<file path="config.mk">
export PLATFORM = sky130hd
export DESIGN_NAME = fetch_req_queue
export DESIGN_NICKNAME = d
export VERILOG_FILES = /design/src/rtl/fetch_req_queue.sv
export SDC_FILE = /design/constraint.sdc
export NUM_CORES = 1
export LEC_CHECK = 0
export ABC_AREA = 1
export CAP_MARGIN = 20
export CORE_MARGIN = 3
export CORE_UTILIZATION = 62
export DETAILED_ROUTE_END_ITERATION = 12
export DONT_BUFFER_PORTS = 1
export PLACE_DENSITY_LB_ADDON = 0.05
export SYNTH_ARGS = -nofsm -noshare
export SYNTH_HDL_FRONTEND = slang
export SYNTH_SLANG_ARGS = --single-unit
export TNS_END_PERCENT = 1
</file>
<file path="constraint.sdc">
create_clock -name clk -period 8.1 [get_ports clk]
set_input_delay 1.215 -clock clk [delete_from_list [all_inputs] [get_ports clk]]
set_output_delay 1.215 -clock clk [all_outputs]
set_load 0.05 [all_outputs]
</file>
<file path="src/rtl/fetch_req_queue.sv">
`default_nettype none
//============================================================================
// Module   : fetch_req_queue
// Purpose  : Pre-IF fetch stage with up to DEPTH icache requests in flight.
//            Generates sequential fetch PCs and issues block-aligned icache
//            requests. Responses come back in order and are paired with the
//            PC recorded at issue time. The resulting FETCH_WIDTH-instruction
//            blocks go to IF over a valid/ready handshake. After a redirect,
//            responses still in flight are counted and silently discarded.
// Revision : 1.0 - initial release
//----------------------------------------------------------------------------
// Parameters
//   DEPTH       : max entries (outstanding + buffered + pending-cancel), 2^n, >=2
//   FETCH_WIDTH : instructions per fetch block, 2^n, 1..4
//   RESET_PC    : first fetch PC after reset
// Ports
//   clk, reset                  : clock, synchronous active-high reset
//   redirect_valid/redirect_pc  : flush / mispredict / eret redirect
//   icache_req/icache_addr      : block-aligned request, held until addr_ok
//   icache_addr_ok              : request accepted this cycle
//   icache_data_ok/icache_rdata : in-order response, inst i at [32i+31:32i]
//   fs_valid/fs_ready           : block handshake towards IF
//   fs_pc/fs_inst/fs_mask       : PC of first valid inst, block data, slot mask
//   fs_adel                     : address-error entry (inst = 0, mask = 0)
// Optional build macro
//   FETCH_PERF_CNT_EN : adds saturating counters perf_cancelled / perf_stall
//============================================================================
module fetch_req_queue #(
    parameter int          DEPTH       = 4,
    parameter int          FETCH_WIDTH = 2,
    parameter logic [31:0] RESET_PC    = 32'hbfc00000
) (
    input  logic                      clk,
    input  logic                      reset,
    input  logic                      redirect_valid,
    input  logic [31:0]               redirect_pc,
    output logic                      icache_req,
    output logic [31:0]               icache_addr,
    input  logic                      icache_addr_ok,
    input  logic                      icache_data_ok,
    input  logic [32*FETCH_WIDTH-1:0] icache_rdata,
    output logic                      fs_valid,
    input  logic                      fs_ready,
    output logic [31:0]               fs_pc,
    output logic [32*FETCH_WIDTH-1:0] fs_inst,
    output logic [FETCH_WIDTH-1:0]    fs_mask,
    output logic                      fs_adel
`ifdef FETCH_PERF_CNT_EN
    ,
    output logic [31:0]               perf_cancelled,
    output logic [31:0]               perf_stall
`endif
);

    localparam int                BLK      = FETCH_WIDTH * 4;
    localparam int                OFF_W    = $clog2(BLK);
    localparam int                PTR_W    = $clog2(DEPTH);
    localparam int                CNT_W    = $clog2(DEPTH + 1);
    localparam int                DW       = 32 * FETCH_WIDTH;
    localparam logic [31:0]       BLK_MASK = ~(32'(BLK) - 32'd1);
    localparam logic [CNT_W:0]    DEPTH_C  = (CNT_W + 1)'(DEPTH);

    // ------------------------------------------------------------------
    // Queue storage (circular buffer)
    // ------------------------------------------------------------------
    logic [31:0]      q_pc      [DEPTH];
    logic [DW-1:0]    q_data    [DEPTH];
    logic [DEPTH-1:0] q_arrived;
    logic [DEPTH-1:0] q_adel;

    logic [PTR_W-1:0] head;
    logic [PTR_W-1:0] tail;
    logic [CNT_W-1:0] occ;          // entries in the queue
    logic [CNT_W-1:0] pend_cnt;     // entries still waiting for data
    logic [CNT_W-1:0] cancel_cnt;   // in-flight responses to discard
    logic [31:0]      pc;
    logic             halted;

    // ------------------------------------------------------------------
    // Issue / push / pop decisions
    // ------------------------------------------------------------------
    logic [CNT_W:0]   used;
    logic             space;
    logic             fetch_ok;
    logic             aligned;
    logic             req_push;
    logic             adel_push;
    logic             push;
    logic             pop;
    logic             drop;
    logic             fill;
    logic [PTR_W-1:0] fill_idx;
    logic [CNT_W:0]   redir_cancel;

    assign used     = {1'b0, occ} + {1'b0, cancel_cnt};
    assign space    = used < DEPTH_C;
    assign fetch_ok = !reset && !halted && !redirect_valid;
    assign aligned  = (pc[1:0] == 2'b00);

    assign icache_req  = fetch_ok && aligned && space;
    assign icache_addr = pc & BLK_MASK;

    assign req_push  = icache_req && icache_addr_ok;
    // A misaligned PC becomes a pre-arrived error entry and stops fetch.
    assign adel_push = fetch_ok && !aligned && space;
    assign push      = req_push || adel_push;

    // Responses owed to pre-redirect requests are consumed first.
    assign drop = icache_data_ok && (cancel_cnt != '0);
    assign fill = icache_data_ok && (cancel_cnt == '0) && (pend_cnt != '0);

    // Pending entries are always the youngest ones, so the oldest one
    // waiting for data sits pend_cnt slots behind the tail.
    assign fill_idx = tail - PTR_W'(pend_cnt);

    assign fs_valid = !reset && (occ != '0) && q_arrived[head];
    // A pop coinciding with a redirect is ignored; the queue is flushed.
    assign pop      = fs_valid && fs_ready && !redirect_valid;

    // On redirect every response still owed becomes a cancel: the old
    // cancels, the entries without data, and an acceptance in this very
    // cycle. A same-cycle response is taken off first (it was either a
    // cancel or filled an entry that is now discarded).
    assign redir_cancel = {1'b0, cancel_cnt} + {1'b0, pend_cnt}
                        + (CNT_W + 1)'(icache_addr_ok)
                        - (CNT_W + 1)'(drop || fill);

    // ------------------------------------------------------------------
    // Control state
    // ------------------------------------------------------------------
    always_ff @(posedge clk) begin
        if (reset) begin
            pc         <= RESET_PC;
            halted     <= 1'b0;
            occ        <= '0;
            pend_cnt   <= '0;
            cancel_cnt <= '0;
            head       <= '0;
            tail       <= '0;
        end else if (redirect_valid) begin
            pc         <= redirect_pc;
            halted     <= 1'b0;
            occ        <= '0;
            pend_cnt   <= '0;
            cancel_cnt <= CNT_W'(redir_cancel);
            head       <= '0;
            tail       <= '0;
        end else begin
            if (req_push) begin
                pc <= icache_addr + 32'(BLK);
            end
            if (adel_push) begin
                halted <= 1'b1;
            end
            occ      <= occ + CNT_W'(push) - CNT_W'(pop);
            pend_cnt <= pend_cnt + CNT_W'(req_push) - CNT_W'(fill);
            if (drop) begin
                cancel_cnt <= cancel_cnt - 1'b1;
            end
            if (push) begin
                tail <= tail + 1'b1;
            end
            if (pop) begin
                head <= head + 1'b1;
            end
        end
    end

    // ------------------------------------------------------------------
    // Entry storage; contents are meaningless while occ says the slot is
    // free, so no reset is needed. A push never targets the slot being
    // filled because a push requires a free slot.
    // ------------------------------------------------------------------
    always_ff @(posedge clk) begin
        if (push) begin
            q_pc[tail]      <= pc;
            q_data[tail]    <= '0;
            q_arrived[tail] <= adel_push;
            q_adel[tail]    <= adel_push;
        end
        if (fill) begin
            q_data[fill_idx]    <= icache_rdata;
            q_arrived[fill_idx] <= 1'b1;
        end
    end

    // ------------------------------------------------------------------
    // Output block
    // ------------------------------------------------------------------
    logic [31:0] head_pc;
    logic        head_adel;

    assign head_pc   = q_pc[head];
    assign head_adel = q_adel[head];
    assign fs_pc     = head_pc;
    assign fs_inst   = q_data[head];
    assign fs_adel   = head_adel;

    generate
        if (FETCH_WIDTH == 1) begin : g_mask_single
            assign fs_mask = !head_adel;
        end else begin : g_mask_multi
            localparam int SLOT_W = OFF_W - 2;
            logic [SLOT_W-1:0] first_slot;
            // Slots before the PC's word offset inside the block are skipped.
            assign first_slot = head_pc[OFF_W-1:2];
            for (genvar i = 0; i < FETCH_WIDTH; i++) begin : g_slot
                assign fs_mask[i] = !head_adel && (SLOT_W'(i) >= first_slot);
            end
        end
    endgenerate

`ifdef FETCH_PERF_CNT_EN
    // ------------------------------------------------------------------
    // Saturating performance counters
    // ------------------------------------------------------------------
    logic stall_full;

    // Would have requested, but the queue (including cancels) is full.
    assign stall_full = fetch_ok && aligned && !space;

    always_ff @(posedge clk) begin
        if (reset) begin
            perf_cancelled <= '0;
            perf_stall     <= '0;
        end else begin
            if (drop && (perf_cancelled != 32'hffff_ffff)) begin
                perf_cancelled <= perf_cancelled + 32'd1;
            end
            if (stall_full && (perf_stall != 32'hffff_ffff)) begin
                perf_stall <= perf_stall + 32'd1;
            end
        end
    end
`endif

endmodule
`default_nettype wire

</file>
==> qor.tcl, run 1 <==
set qor(routed-via-count) 13190
set qor(route.detailed.drc) 0
set qor(critPathMaxStageDelay_ns) 0.92
set qor(track_usage_pct) 26.93
set qor(post-route-period-util_pct) 61.92
set qor(ys_warn_count) 0
set qor(cts.repair.resized) 0
set qor(status) {finished clean}
set qor(drt-vias-per-instance) 5.887
set qor(min_path_type) {reg -> reg}
set qor(worst_slew_pin_slew_ns) 1.228
set qor(clk_root_buffer_cell) {clkbuf_16}
set qor(h-tree-depth) 2
set qor(number_of_antenna_violations_at_the_first_check_in_global_routing) 0
set qor(min-delay-start) {q_arrived[1]$_DFF_P_}
set qor(initial_utilization_pct) 63.03
set qor(worst-path-buf-inv) 2
set qor(globalRoute.totalOverflow) 0
set qor(detailedPlacementHpwl_mm) 25.98
set qor(final_antenna_net_count) 0
set qor(antenna-diode-count) 0
set qor(worstSetupStartpointType) {flop}
set qor(cts_tree) {done}
set qor(yosys.area.top_type) {edfxtp_1}
set qor(timing_max_transition_violations_final) 0
set qor(number_of_endpoints_with_negative_hold_slack_in_the_final_report) 0
set qor(max_cap_violations) 0
set qor(synth.area.top_cells) {edfxtp_1 (60%), nor2_1 (9.8%), o21ai_0 (5.5%), dfxtp_1 (5.4%), o22ai_1 (3.1%)}
set qor(synth.top_cell.area_share_pct) 60.27
set qor(clock_insertion_delay_worst_skew_ns) 0.54
set qor(library_cell_contributing_the_largest_single_delay_on_the_critical_path) {o22ai_1}
set qor(drt-initial-drc-count) 1099
set qor(postCtsHoldBufs) 0
set qor(worst_vdd_ir_mv) 0.2354
set qor(finalWorstPathRequiredPeriod_ns) 5.015
set qor(synth.distinct_cells) 37
set qor(floorplan.die.height_um) 182.6
set qor(dominantRegCellSynth) {edfxtp_1}
set qor(clockBufferDepth) 3
set qor(cts.sinks) 440
set qor(timing.rr.start) {cancel_cnt[2]$_SDFFE_PP0P_}
set qor(number_of_buffers_added_on_ports) 0
set qor(cts_buffers) 45
set qor(timing.slew.headroom_pct) 19.32
set qor(leakagePower_uw) 0.008423
set qor(drt_first_pass_iters) 5
set qor(cp-endpoint) {fs_inst[58]}
set qor(grt_max_degree) 131
set qor(critical_path_class) {reg -> out}
set qor(timing.critical_path.to_type) {output port}
set qor(number_of_enable_type_register_cells_in_the_synthesized_netlist) 388
set qor(die_area_um2) 33340
set qor(design.final.nets) 1931
set qor(post_synth_inst_count) 1862
set qor(worst_ep_required_time_ns) 6.88
set qor(flow.area_growth_from_synthesis_pct) 8.090
set qor(routed_wl_mm) 45.44
set qor(vias_in_the_first_global_route) 12920
set qor(die_w_um) 182.6
set qor(power_uw) 4986
set qor(global_route_wire_length_before_repair_mm) 70.46
set qor(top_level_ports) 235
set qor(path_cells) {buf_4 -> buf_4 -> o21ai_0 -> o22ai_1}
set qor(rrSetupSlack_ns) 4.52
set qor(core_area_um2) 30670
set qor(placement_rows) 64
set qor(wire_per_inst_um) 20.28
set qor(fmaxAchievable_mhz) 199.4
set qor(grt_setup_unrepaired) {no}
set qor(postSynthRegisterBits) 440
set qor(mappedNetlistArea_um2) 19330
set qor(cp_data_arrival_time_ns) 3.80
set qor(p_per_area_nw_per_um2) 238.6
set qor(post_route_cells_drive_above_1_share_pct) 6.992
set qor(crit_family) {buffers and inverters}
set qor(worstSetupPathDepth) 4
set qor(worstReg2RegEnd) {q_data[3][3]$_SDFFCE_PN0P_}
set qor(finalClockSkew_ns) 0.01436
set qor(setup_violations) 0
set qor(synth-seq-area-share_pct) 65.65
set qor(path_common_cell) {buf_4}
set qor(synthArstFlopShare_pct) 0
set qor(worstRegToRegCells) 9
set qor(cts.reportedPaths.clkPinSlew_ns) 0.06
set qor(place.gp.congestion) 0.8826
set qor(cp_max_fo) 73
set qor(setup_total_negative_slack_ns) 0
set qor(post_synth.cell_area_avg_um2) 10.38
set qor(postCtsSetupRepairBufs) 0
[cells in the final DEF, fill, tap and decap left out, drive strengths merged, types with 4 or more instances in the layout]
| cell type | netlist | layout |
|---|---|---|
| clkbuf | 67 | 59 |
| a21boi | 4 | 4 |
| ha | 16 | 16 |
| o22ai | 95 | 95 |
| clkinv | 2 | 19 |
| nand3 | 58 | 58 |
| dfxtp | 52 | 52 |
| xnor2 | 12 | 12 |
| inv | 150 | 152 |
| a21oi | 40 | 40 |
| nand4 | 6 | 6 |
| nor2 | 513 | 513 |
| buf | 70 | 35 |
| fa | 4 | 4 |
| o21ai | 215 | 215 |
| nand2 | 149 | 149 |
| xor2 | 8 | 8 |
| edfxtp | 388 | 388 |
[power by group]
part	switching, µW	internal, µW	leakage, µW
sequential	85.2	2520	0.00442
clock	831	1160	0.000701
combinational	303	84.3	0.00330
total	1220	3770	0.00842
[cell families (layout without fill, tap and decap cells)]
family	after synthesis	after routing	synth area share, %
fa+ha+maj	20	20	1.450
simple gates	730	730	14.95
flops	440	440	65.65
compound gates	362	362	10.15
buf+inv	289	270	6.873
xor+xnor	20	20	0.9061
other cells	1	3	0.01940
[per-stage QoR]
stage	cells	instance area [µm²]	utilization [%]	hold WS, ns	setup WS, ns
after global routing	2241	20900	68.13	0.5278	2.852
after global placement	2147	19360	63.13	0.4681	3.667
final	2241	20900	68.13	0.4823	3.085
after floorplan	1864	19340	-	0.4516	2.598
after detailed placement	2156	19430	63.35	0.4761	3.651
after CTS	2239	20860	68.00	0.4845	3.083
[cell type report]
class | instances | area (µm²)
sequential | 440 | 12700
tap | 396 | 495.5
inverter | 152 | 578.1
fill | 2285 | 9773
multi-input combinational | 1135 | 5409
timing repair buffer | 35 | 287.8
clock inverter | 24 | 197.7
clock buffer | 59 | 1229
[registers in the layout, indices dropped and copies added, names as in the netlist, 3 cells and up, named ones only]
signal	cells
q_arrived	4
pend_cnt	3
q_adel	4
pc	32
q_data	256
occ	3
cancel_cnt	3
q_pc	128
[synth_stat cells (12+ instances only)]
master and number:
clkbuf_1 67, inv_1 149, edfxtp_1 388, buf_4 43, dfxtp_1 52, nand2_1 148
xnor2_1 12, a21oi_1 40, nand3_1 57, o21ai_0 211, nor2_1 506, buf_2 16
ha_1 16, o22ai_1 95
[worst min path at each step]
stage / end / slack (ns) / cells after the start
2_1_floorplan: q_arrived[0]$_DFF_P_ / 0.45 / 2
4_1_cts: q_arrived[2]$_DFF_P_ / 0.48 / 2
5_1_grt: halted$_SDFFE_PP0P_ / 0.53 / 2
3_5_place_dp: q_arrived[2]$_DFF_P_ / 0.48 / 2
3_3_place_gp: q_arrived[2]$_DFF_P_ / 0.47 / 2
6_report: q_arrived[1]$_DFF_P_ / 0.48 / 2
[worst min-delay path: stages (launching register included)]
cell	delay, ns
dfxtp_1	0.31
o21ai_0	0.07
nand3_1	0.06
[layer usage]
layer / GRT usage (%) / share of wire, %
met5: 0 / 0
met4: 7.404 / 2.5
met3: 5.242 / 8.1
met2: 44.57 / 48
met1: 36.91 / 42
Power figures use the tool's default switching activity.
==> run 2: changes to the inputs <==
==> constraint.sdc (replaced) <==
create_clock -name clk -period 5.1 [get_ports clk]
set_input_delay 0.765 -clock clk [delete_from_list [all_inputs] [get_ports clk]]
set_output_delay 0.765 -clock clk [all_outputs]
set_load 0.05 [all_outputs]
==> qor.tcl, run 2 (synthesis gave the netlist of run 1 again) <==
set qor(status) {finished clean}
set qor(post-route-period-util_pct) 72.26
set qor(number_of_antenna_violations_at_the_first_check_in_global_routing) 0
set qor(initial_utilization_pct) 63.03
set qor(placement_rows) 64
set qor(finalCoreUtilization_pct) 68.38
set qor(wire_per_inst_um) 19.81
set qor(cts.repair.resized) 0
set qor(top_level_ports) 235
set qor(power_uw) 7890
set qor(postCtsSetupRepairBufs) 0
set qor(die_area_um2) 33340
set qor(antenna-diode-count) 0
set qor(timing.slew.headroom_pct) 21.91
set qor(worst_ep_required_time_ns) 4.34
set qor(dpl_cell_area_um2) 19520
set qor(mostFrequentLayoutCell) {nor2_1}
set qor(drt-initial-drc-count) 1193
set qor(floorplan.die.height_um) 182.6
set qor(cp_max_fo) 62
set qor(drt-vias-per-instance) 5.823
set qor(largest_register_ffs) 256
set qor(worstSetupStartpointType) {flop}
set qor(global_route_wire_length_before_repair_mm) 68.95
set qor(dpl.cell_count) 2165
set qor(fmaxAchievable_mhz) 271.3
set qor(leakagePower_uw) 0.008470
set qor(design.final.nets) 1940
set qor(vias_in_the_first_global_route) 12540
set qor(fillers) 2329
set qor(number_of_endpoints_with_negative_hold_slack_in_the_final_report) 0
set qor(globalRoute.totalOverflow) 0
set qor(timing_max_transition_violations_final) 0
set qor(final_cell_mix) {nor2_1 (502), edfxtp_1 (388), o21ai_0 (211), inv_1 (147), nand2_1 (146)}
set qor(cts_tree) {done}
set qor(cp_data_arrival_time_ns) 2.92
set qor(number_of_buffers_added_on_ports) 0
set qor(clockBufferDepth) 3
set qor(postCtsHoldBufs) 0
set qor(flow.area_growth_from_synthesis_pct) 8.485
set qor(instances_no_fill) 2249
set qor(clock_insertion_delay_worst_skew_ns) 0.53
set qor(critical_path_class) {reg -> out}
set qor(route.detailed.drc) 0
set qor(core_area_um2) 30670
set qor(grt_max_degree) 110
set qor(p_per_area_nw_per_um2) 376.2
set qor(post_route_cells_drive_above_1_share_pct) 7.124
set qor(grt_setup_unrepaired) {no}
set qor(routed-via-count) 13100
set qor(routed_wl_mm) 44.55
set qor(min_path_type) {in -> reg}
set qor(finalWorstPathRequiredPeriod_ns) 3.685
set qor(setup_total_negative_slack_ns) 0
set qor(worst_vdd_ir_mv) 0.2403
set qor(h-tree-depth) 2
set qor(clk_root_buffer_cell) {clkbuf_16}
set qor(cts.reportedPaths.clkPinSlew_ns) 0.06
set qor(largest_registers) {q_data: 256 flops, q_pc: 128 flops, pc: 32 flops}
set qor(die_w_um) 182.6
set qor(drt_first_pass_iters) 7
set qor(regMostFlops) {q_data}
set qor(place.gp.congestion) 0.8562
set qor(final_antenna_net_count) 0
set qor(cts_buffers) 45
set qor(track_usage_pct) 26.22
set qor(max_cap_violations) 0
set qor(setup_violations) 0
set qor(timing.critical_path.to_type) {output port}
set qor(finalClockSkew_ns) 0.01378
set qor(worst_slew_pin_slew_ns) 1.189
set qor(detailedPlacementHpwl_mm) 26.13
set qor(finalInstanceArea_um2) 20970
set qor(cts.sinks) 440
## run 2: routing by layer
layer  wire (µm)  GRT usage (%)  up-vias
met3        3728          5.043       71
met5           0              0        -
met2       21140          42.25      545
met1       18630          36.88     6270
li1            -              -     6211
met4        1054          7.556        0
## run 2: power breakdown
part	switching, µW	internal [µW]
clock	1290	1840
combinational	480	141
sequential	138	4000
## run 2: worst paths after layout
| check | startpoint | to | slack, ns | cells past startpoint |
|---|---|---|---|---|
| max | flop | fs_inst[10] | 1.41 | 3 |
| min | reset | cancel_cnt[1]$_SDFFE_PP0P_ | 0.29 | 1 |
| max reg2reg | cancel_cnt[2]$_SDFFE_PP0P_ | q_data[2][32]$_SDFFCE_PN0P_ | 1.61 | 9 |
| min reg2reg | q_arrived[0]$_DFF_P_ | q_arrived[0]$_DFF_P_ | 0.48 | 2 |
## run 2: through the flow
step | worst slack, ns | hold WS [ns]
finish | 1.415 | 0.2947
global route | 1.246 | 0.2724
CTS | 1.383 | 0.2799
detailed placement | 1.508 | 0.4696
global placement | 1.594 | 0.4655
floorplan | 0.04778 | 0.4516
## run 2: final cells by class
class / count / area [µm²] / share of cell area (%)
timing repair buffer: 44 / 387.9 / 1.849
clock inverter: 21 / 173.9 / 0.8293
clock buffer: 61 / 1229 / 5.859
multi-input combinational: 1135 / 5409 / 25.79
inverter: 152 / 578.1 / 2.756
tap: 396 / 495.5 / 2.362
sequential: 440 / 12700 / 60.55
## run 2: worst max-delay path, cell delays in order, from the launching register on
cell and delay, ns:
dfxtp_4 0.58, buf_4 0.60, o21ai_0 0.27, o22ai_1 0.89
==> run 3: changes to the inputs <==
==> constraint.sdc (replaced) <==
create_clock -name clk -period 3.8 [get_ports clk]
set_input_delay 0.57 -clock clk [delete_from_list [all_inputs] [get_ports clk]]
set_output_delay 0.57 -clock clk [all_outputs]
set_load 0.05 [all_outputs]
==> qor.tcl, run 3 (synthesis gave the netlist of run 1 again) <==
set qor(status) {finished clean}
set qor(floorplan.die.height_um) 182.6
set qor(fmaxAchievable_mhz) 312.0
set qor(postCtsHoldBufs) 0
set qor(critical_path_class) {reg -> out}
set qor(core_area_um2) 30670
set qor(post-route-period-util_pct) 84.34
set qor(flow.area_growth_from_synthesis_pct) 11.98
set qor(worst_slew_pin_slew_ns) 0.9289
set qor(finalCoreUtilization_pct) 70.59
set qor(finalWorstPathRequiredPeriod_ns) 3.205
set qor(use_met3_pct) 4.863
set qor(cts.reportedPaths.clkPinSlew_ns) 0.06
set qor(antenna-diode-count) 0
set qor(cts.sinks) 440
set qor(p_per_area_nw_per_um2) 501.6
set qor(leakagePower_uw) 0.008861
set qor(worst_ep_required_time_ns) 3.23
set qor(timing_max_transition_violations_final) 0
set qor(largest_register_ffs) 256
set qor(cp_data_arrival_time_ns) 2.64
set qor(worstSetupStartpointType) {flop}
set qor(drt_first_pass_iters) 5
set qor(largest_registers) {q_data: 256 flops, q_pc: 128 flops, pc: 32 flops}
set qor(routed_wl_mm) 44.15
set qor(postCtsSetupRepairBufs) 0
set qor(final_antenna_net_count) 0
set qor(cp_max_fo) 51
set qor(timing.critical_path.to_type) {output port}
set qor(vias_in_the_first_global_route) 12710
set qor(fillers) 2262
set qor(gr-usage-met2_pct) 43.38
set qor(routed-via-count) 13270
set qor(clockBufferDepth) 3
set qor(area_used_by_multi_input_combinational_logic_um2) 5409
set qor(globalRoute.busiestLayer) {met2}
set qor(cts_tree) {done}
set qor(cts.repair.resized) 0
set qor(die_area_um2) 33340
set qor(h-tree-depth) 2
set qor(fin_ws_ns) 0.5949
set qor(final_cell_mix) {nor2_1 (502), edfxtp_1 (388), o21ai_0 (211), inv_1 (147), nand2_1 (146)}
set qor(hold_ws_ns) 0.09733
set qor(track_usage_pct) 26.27
set qor(placement_rows) 64
set qor(wire_per_inst_um) 18.98
set qor(regMostFlops) {q_data}
set qor(number_of_buffers_added_on_ports) 0
set qor(globalRoute.totalOverflow) 0
set qor(max_cap_violations) 0
set qor(die_w_um) 182.6
set qor(grt.met1_usage_pct) 36.55
set qor(placement.setup.worst_slack_ns) 0.7479
set qor(detailedPlacementHpwl_mm) 25.31
set qor(drt-vias-per-instance) 5.705
set qor(top_level_ports) 235
set qor(drt-initial-drc-count) 1208
set qor(grt_max_degree) 193
set qor(timing.slew.headroom_pct) 37.99
set qor(number_of_endpoints_with_negative_hold_slack_in_the_final_report) 0
set qor(finalClockSkew_ns) 0.02150
set qor(grt_setup_unrepaired) {no}
set qor(place.gp.congestion) 0.9008
set qor(route.detailed.drc) 0
set qor(clock_insertion_delay_worst_skew_ns) 0.55
set qor(initial_utilization_pct) 63.03
set qor(final-seq-area_um2) 12700
set qor(global_route_wire_length_before_repair_mm) 69.08
set qor(setup_violations) 0
set qor(cts_buffers) 45
set qor(number_of_antenna_violations_at_the_first_check_in_global_routing) 0
set qor(mostFrequentLayoutCell) {nor2_1}
set qor(min_path_type) {in -> reg}
set qor(design.final.nets) 2017
set qor(worst_vdd_ir_mv) 0.3724
set qor(clk_root_buffer_cell) {clkbuf_16}
set qor(post_route_cells_drive_above_1_share_pct) 10.98
[run 3: cell type report]
| class | count | area share, % |
|---|---|---|
| Sequential cell | 440 | 58.66 |
| Timing Repair Buffer | 121 | 4.543 |
| Clock inverter | 21 | 1.081 |
| Clock buffer | 61 | 5.768 |
| Multi-Input combinational cell | 1135 | 24.99 |
| Tap cell | 396 | 2.289 |
| Inverter | 152 | 2.670 |
[run 3: worst max-delay path: stages (launching register included)]
cell and delay (ns):
dfxtp_4 0.71, buf_4 0.60, o21ai_0 0.19, o22ai_1 0.32, buf_4 0.26
[run 3: per-stage QoR]
step	area (µm²)	std cells	total power (µW)	TNS, ns
2_1_floorplan	19340	1864	6319	-270.65
3_3_place_gp	20170	2244	6554	0
3_5_place_dp	20170	2244	6570	0
4_1_cts	21650	2326	10930	0
5_1_grt	21650	2326	11240	0
6_report	21650	2326	10860	0
[run 3: power by group]
group	total, µW	switching (µW)	internal [µW]
clock	4390	1750	2640
combinational	938	674	265
sequential	5530	163	5370
total	10900	2580	8270
[run 3: path summary, 6_finish.rpt]
check                        from                   end  slack [ns]  depth (start not counted)
min                         reset   pc[18]$_SDFFE_PP0P_         0.1                          1
max reg2reg     occ[1]$_SDFF_PP0_     occ[2]$_SDFF_PP0_        0.76                         15
min reg2reg  q_arrived[1]$_DFF_P_  q_arrived[1]$_DFF_P_        0.48                          2
max                          flop            fs_inst[0]        0.59                          4
[run 3: layer usage]
| layer | wire length [µm] | share of wire (%) |
|---|---|---|
| met1 | 18280 | 41 |
| met2 | 21540 | 49 |
| met3 | 3601 | 8.2 |
| met4 | 723 | 1.6 |
| met5 | 0 | 0 |
